`src/rtl/edabk_uart_pkg.sv`:
```
// Shared UART definitions for the transmit engine and the future receiver engine.
//   uart_tx_state_t : frame sequencing states
//   PAR_*           : cfg_parity encodings (2'b11 is reserved and behaves as none)
package edabk_uart_pkg;

  typedef enum logic [2:0] {
    IDLE,
    START,
    DATA,
    PARITY,
    STOP
  } uart_tx_state_t;

  localparam logic [1:0] PAR_NONE = 2'b00;
  localparam logic [1:0] PAR_EVEN = 2'b01;
  localparam logic [1:0] PAR_ODD  = 2'b10;

endpackage

```
`src/rtl/edabk_uart_tx_engine_if.sv`:
```
// Host-to-engine word handshake.
//   tx_valid : word offered by the host
//   tx_ready : engine can accept a word this cycle
//   tx_data  : word to send (sampled only in the accept cycle)
// master = host side (TX buffer), slave = transmit engine.
interface edabk_uart_tx_engine_if #(
  parameter int unsigned DATA_WIDTH = 8
);
  logic                  tx_valid;
  logic                  tx_ready;
  logic [DATA_WIDTH-1:0] tx_data;

  modport master (output tx_valid, output tx_data, input  tx_ready);
  modport slave  (input  tx_valid, input  tx_data, output tx_ready);
endinterface

```
`src/rtl/edabk_uart_bit_timer.sv`:
```
// Bit-period timer shared by the UART transmit and receive engines.
//   bclk, reset_n : baud clock, asynchronous active-low reset
//   restart       : synchronous clear of the divider (start of a new frame)
//   enable        : count while a frame is in progress
//   bit_end       : high in the last bclk cycle of each bit period
module edabk_uart_bit_timer #(
  parameter int unsigned CLK_DIV = 16
) (
  input  logic bclk,
  input  logic reset_n,
  input  logic restart,
  input  logic enable,
  output logic bit_end
);

  localparam int unsigned CNT_W = (CLK_DIV > 1) ? $clog2(CLK_DIV) : 1;
  localparam logic [CNT_W-1:0] CNT_LAST = CNT_W'(CLK_DIV - 1);

  logic [CNT_W-1:0] div_cnt;

  always_ff @(posedge bclk or negedge reset_n) begin
    if (!reset_n) begin
      div_cnt <= '0;
    end else if (restart) begin
      div_cnt <= '0;
    end else if (enable) begin
      if (div_cnt == CNT_LAST) div_cnt <= '0;
      else                     div_cnt <= div_cnt + 1'b1;
    end
  end

  assign bit_end = enable & (div_cnt == CNT_LAST);

endmodule

```
`src/rtl/edabk_uart_tx_engine.sv`:
```
// Self-timed UART transmit engine: accepts a word over the valid/ready
// handshake and sends start, DATA_WIDTH data bits LSB first, optional parity,
// and one or two stop bits on tx. Each bit lasts CLK_DIV bclk cycles.
//   bclk, reset_n : baud clock, asynchronous active-low reset
//   tx_if         : word handshake (slave side)
//   cfg_parity    : 00 none, 01 even, 10 odd, 11 none (captured on accept)
//   cfg_stop2     : 0 one stop bit, 1 two stop bits (captured on accept)
//   tx            : registered serial line, idles high
//   busy          : frame in progress
//   finish        : one-cycle pulse in the last cycle of a frame
`ifndef CFG_DATA_WIDTH
`define CFG_DATA_WIDTH 8
`endif
`ifndef CFG_CLK_DIV
`define CFG_CLK_DIV 16
`endif

module edabk_uart_tx_engine
  import edabk_uart_pkg::*;
#(
  parameter int unsigned DATA_WIDTH = `CFG_DATA_WIDTH,
  parameter int unsigned CLK_DIV    = `CFG_CLK_DIV
) (
  input  logic                         bclk,
  input  logic                         reset_n,
  edabk_uart_tx_engine_if.slave        tx_if,
  input  logic [1:0]                   cfg_parity,
  input  logic                         cfg_stop2,
  output logic                         tx,
  output logic                         busy,
  output logic                         finish
);

  localparam int unsigned BIT_W = $clog2(DATA_WIDTH + 1);
  localparam logic [BIT_W-1:0] LAST_DATA = BIT_W'(DATA_WIDTH - 1);

  uart_tx_state_t        state;
  logic [DATA_WIDTH-1:0] shift_reg;
  logic [BIT_W-1:0]      bit_cnt;
  logic                  par_en;
  logic                  par_bit;
  logic                  stop2;
  logic                  tx_q;
  logic                  bit_end;
  logic                  last_stop;
  logic                  accept;

  edabk_uart_bit_timer #(
    .CLK_DIV (CLK_DIV)
  ) u_bit_timer (
    .bclk    (bclk),
    .reset_n (reset_n),
    .restart (accept),
    .enable  (state != IDLE),
    .bit_end (bit_end)
  );

  // In STOP, bit_cnt counts stop bits already sent.
  assign last_stop      = (bit_cnt == {{(BIT_W-1){1'b0}}, stop2});
  assign finish         = (state == STOP) & last_stop & bit_end;
  assign tx_if.tx_ready = (state == IDLE) | finish;
  assign accept         = tx_if.tx_valid & tx_if.tx_ready;
  assign busy           = (state != IDLE);
  assign tx             = tx_q;

  // tx is loaded with the value of the next bit at the same edge the state
  // advances, so the line changes exactly on bit boundaries.
  always_ff @(posedge bclk or negedge reset_n) begin
    if (!reset_n) begin
      state     <= IDLE;
      shift_reg <= '0;
      bit_cnt   <= '0;
      par_en    <= 1'b0;
      par_bit   <= 1'b0;
      stop2     <= 1'b0;
      tx_q      <= 1'b1;
    end else if (accept) begin
      state     <= START;
      shift_reg <= tx_if.tx_data;
      bit_cnt   <= '0;
      par_en    <= (cfg_parity == PAR_EVEN) | (cfg_parity == PAR_ODD);
      par_bit   <= (^tx_if.tx_data) ^ (cfg_parity == PAR_ODD);
      stop2     <= cfg_stop2;
      tx_q      <= 1'b0;
    end else if (bit_end) begin
      case (state)
        START: begin
          state <= DATA;
          tx_q  <= shift_reg[0];
        end
        DATA: begin
          if (bit_cnt == LAST_DATA) begin
            bit_cnt <= '0;
            if (par_en) begin
              state <= PARITY;
              tx_q  <= par_bit;
            end else begin
              state <= STOP;
              tx_q  <= 1'b1;
            end
          end else begin
            bit_cnt   <= bit_cnt + 1'b1;
            shift_reg <= shift_reg >> 1;
            tx_q      <= shift_reg[1];
          end
        end
        PARITY: begin
          state <= STOP;
          tx_q  <= 1'b1;
        end
        STOP: begin
          if (last_stop) state   <= IDLE;
          else           bit_cnt <= bit_cnt + 1'b1;
        end
        default: begin
          state <= IDLE;
          tx_q  <= 1'b1;
        end
      endcase
    end
  end

endmodule
```
`src/flat_wrapper.sv`:
```
// flat-port wrapper written by rule: the top's interface ports become plain ports
module edabk_uart_tx_engine_flat import edabk_uart_pkg::*;
#(
  parameter int unsigned DATA_WIDTH = `CFG_DATA_WIDTH,
  parameter int unsigned CLK_DIV    = `CFG_CLK_DIV
)
  (bclk, reset_n, cfg_parity, cfg_stop2, tx, busy, finish, tx_if_tx_valid, tx_if_tx_data, tx_if_tx_ready);
  edabk_uart_tx_engine_if #(.DATA_WIDTH(DATA_WIDTH)) tx_if_i ();
  input  logic bclk;
  input  logic reset_n;
  input  logic [1:0] cfg_parity;
  input  logic cfg_stop2;
  output logic tx;
  output logic busy;
  output logic finish;
  input wire logic [$bits(tx_if_i.tx_valid)-1:0] tx_if_tx_valid;
  input wire logic [$bits(tx_if_i.tx_data)-1:0] tx_if_tx_data;
  output wire logic [$bits(tx_if_i.tx_ready)-1:0] tx_if_tx_ready;
  assign tx_if_i.tx_valid = tx_if_tx_valid;
  assign tx_if_i.tx_data = tx_if_tx_data;
  assign tx_if_tx_ready = tx_if_i.tx_ready;
  edabk_uart_tx_engine #(.DATA_WIDTH(DATA_WIDTH), .CLK_DIV(CLK_DIV)) u_core (.bclk(bclk), .reset_n(reset_n), .tx_if(tx_if_i), .cfg_parity(cfg_parity), .cfg_stop2(cfg_stop2), .tx(tx), .busy(busy), .finish(finish));
endmodule
```
`config.mk`:
```
export PLATFORM = sky130hd
export DESIGN_NAME = edabk_uart_tx_engine_flat
export DESIGN_NICKNAME = d
export VERILOG_FILES = /design/src/rtl/edabk_uart_pkg.sv /design/src/rtl/edabk_uart_tx_engine_if.sv /design/src/rtl/edabk_uart_bit_timer.sv /design/src/rtl/edabk_uart_tx_engine.sv /design/src/flat_wrapper.sv
export SDC_FILE = /design/constraint.sdc
export NUM_CORES = 1
export LEC_CHECK = 0
export BUFFER_PORTS_ARGS = -buffer_cell sky130_fd_sc_hd__buf_2
export CAP_MARGIN = 0
export CORE_MARGIN = 5
export CORE_UTILIZATION = 30
export CTS_CLUSTER_SIZE = 30
export DETAILED_ROUTE_END_ITERATION = 10
export GPL_ROUTABILITY_DRIVEN = 0
export HOLD_SLACK_MARGIN = 0.02
export PLACE_DENSITY_LB_ADDON = 0.3
export REMOVE_ABC_BUFFERS = 1
export SLEW_MARGIN = 15
export SYNTH_ARGS = -nofsm -noshare
export SYNTH_HDL_FRONTEND = slang
export SYNTH_HIERARCHICAL = 1
export SYNTH_SLANG_ARGS = --single-unit
```
`constraint.sdc`:
```
create_clock -name bclk -period 2.1 [get_ports bclk]
set_clock_uncertainty 0.2 [all_clocks]
set_input_delay 0.42 -clock bclk [delete_from_list [all_inputs] [get_ports bclk]]
set_output_delay 0.42 -clock bclk [all_outputs]
set_load 0.01 [all_outputs]
```
==> metrics.md <==
| Metric | Value |
|---|---|
| RSZ-0062 raised after global routing | yes |
| Final hold violation count | 0 |
| GRT Residual Overflow | 0 |
| Rows | 24 |
| Biggest area consumer among synthesized cells | dfrtp_1 |
| Clock Tree Buf Depth | 2 |
| Max VDD drop | about 0.44 mV |
| Critical path's top delay family | multiplexers |
| Tcrit/Tclk final | 98.3% |
| Cell Chain, Critical Path | ha_2 > and3b_2 > nor3_4 > nand2_4 > mux2_4 > mux2_4 |
| Placed insts | 213 |
| Fill cells | between 400 and 500 |
| Startpoint types | flip-flop |
| Slew HR | 66.2% |
| Setup CP Type | reg2reg |
| Final Cell Area | 1800 µm² |
| Diodes inserted | 0 |
| # DRC | 0 |
| Initial antenna violation count | 0 |
| Top cell type's share of synthesized area | 39.9% |
| Max reg flops | 8 |
| Leakage power total | approximately 0.86 nW |
| Area growth, synth to finish | 30.4% |
| Count of cell types in the netlist | 41 |
| Register area | 577 µm² |
| Clk Latency, worst-skew pair | 0.27 ns |
| Sequential element share of the synthesized area | roughly two fifths |
| Share of flip-flops with an asynchronous set or reset | 100% |
| Sum of buffers and inverters on the critical path | 0 |
| WHS | between 0.15 and 0.2 ns |
| Worst-margin pin slew | 0.507 ns |
| Post-synthesis average cell area | 10.4 µm² |
| First-pass GRT wire length | 5.17 mm |
| DRT Pass-1 Iters | 4 |
| Pin count of the biggest net entering global routing | 24 |
| DP HPWL | between 2 and 2.5 mm |
| WL per Instance | between 10 and 15 µm |
| Routed Antenna Nets | 0 |
| Status | complete, no violations |
| Post-layout min period | 2.06 ns |
| Non-filler cells, final | 224 |
| Clock sink count | 23 |
| Most used cell, CP | mux2_4 |
| Tot Pwr | 2.35 mW |
| Worst min path class | in2reg |
| Multi-input gate area | 818 µm² |
| Post-synthesis cell count | 133 |
| Max_cap viols | 0 |
| Power Density | 1300 nW/µm² |
| Most numerous cell in the Yosys netlist | dfrtp_1 |
| DR vias | about 1100 |
| CP peak stage delay | 0.43 ns |
| Total CTS buffers | 3 |
| CTS tree | done |
| Slowest cell on the critical path | dfrtp_1 |
| Die height | 77.8 µm |
| CP max FO | 6 |
| Most used DFF post-synth | dfrtp_1 |
| Initial DRC Count | 49 |
| Mapped Area | 1380 µm² |
| Worst EP arrival | 2.03 ns |
| Die X | 77.8 µm |
| Cell Area, Placed | between 1500 and 2000 µm² |
| H-tree Lvls | 1 |
| Synth top area cells | dfrtp_1, mux2_1, xnor2_1 |
| FF+latch count, synth | 23 |
| Crit end category | flip-flop |
| GR Util All Layers | between 10% and 20% |
| Starting Density | 31.2% |
| Setup violators final | 0 |
| I/O Buffers | 17 |
| Number of global-route vias before repair | 1149 |
| Synth warn | 6 |
| Worst Path Required | just over 2 ns |
| Final Routed Wirelength | between 3 and 4 mm |
| Fmax | 484 MHz |
| Clk slew on worst S/H paths | 0.09 ns |
| CTS Root Cell | clkbuf_8 |
| EDFF count, synth | 0 |
| Fin. max-slew vios | 0 |
| Num ports | 18 |
| Commonest cells post-synth | dfrtp_1, nand2_1, nor2_1 |
| Final nets | 190 |
| Die Area | 6050 µm² |
| Core Box Area | 4410 µm² |
| Vias per cell | between 4 and 5 |
| Layout cells sized above 1 | 43.0% |
==> cells in the final DEF, fill, tap and decap left out, drive strengths merged, types with 3 or more instances in the layout <==
cell type,Yosys,layout
nor2,10,10
nand2,13,13
mux2,13,13
o21ai,8,8
mux2i,6,6
a21oi,8,8
nor3,4,4
xnor2,8,8
ha,3,3
clkbuf,0,3
dfrtp,22,22
inv,5,5
buf,5,39
==> final cells by class <==
cell class              instances  share of cell area [%]
repair buffers                 40                    15.2
inverters                       5                    1.04
clock inverters                 1                   0.278
clock buffers                   3                    2.30
well taps                      52                    3.62
flip-flops and latches         23                    32.1
multi-input cells             100                    45.5
==> logic make-up after synthesis <==
kind of cell               count (synthesis)  synth area share (%)
AOI/OAI and AO/OA                         29                  14.4
and+or+nand+nor                           39                  15.4
DFF                                       23                  41.8
buffers and inverters                     10                  4.27
xor gates and xnor gates                  10                  6.35
muxes                                     19                  15.0
adders and majority gates                  3                  2.72
==> worst reg2reg max path, stage by stage, from the launching register on <==
cell,delay (ns)
dfrtp_1,0.43
ha_2,0.21
and3b_2,0.24
nor3_4,0.17
nand2_4,0.12
mux2_4,0.31
mux2_4,0.26
==> final timing paths <==
path,startpoint,endpoint,slack [ns],depth (start not counted)
max reg2reg,u_core/bit_cnt[0],u_core/shift_reg[6],0.04,6
max,u_core/bit_cnt[0],u_core/shift_reg[6],0.04,6
min,cfg_stop2,u_core/stop2,0.15,2
min in group asynchronous,reset_n,u_core/bit_cnt[3],0.44,2
min reg2reg,u_core/shift_reg[7],u_core/shift_reg[7],0.32,1
max in group asynchronous,reset_n,u_core/tx,0.90,2
==> routing by layer <==
layer / track usage (%) / share of wire [%] / vias to the layer above
li1: - / - / 548
met1: 14.0 / 50 / 520
met2: 16.1 / 44 / 22
met3: 1.27 / 2.6 / 5
met4: 6.01 / 2.5 / 0
met5: 0 / 0 / -
==> what timing repair did <==
action	CTS	global route
pin swaps	1	4
hold buffers	1	0
buffers inserted	1	5
endpoints found under the setup margin	4	12
gates resized for setup	5	17
hold endpoints to repair	22	0
==> metrics by stage <==
step | utilization [%] | setup TNS, ns | setup WS [ns]
after detailed placement | 36.7 | 0 | 0.0168
after floorplan | - | -7.85 | -0.535
after global placement | 36.7 | 0 | 0.0328
final | 40.7 | 0 | 0.0351
after global routing | 40.7 | -0.225 | -0.0413
after CTS | 38.7 | -0.0109 | -0.0109
==> where the power goes <==
part           switching (mW)  internal (mW)  total (mW)  leakage (nW)
Combinational           0.552          0.691        1.24         0.549
Sequential              0.157          0.660       0.817         0.281
Clock                   0.154          0.133       0.287        0.0255
Total                   0.862           1.48        2.35         0.856
(Power assumes the default switching activity.)
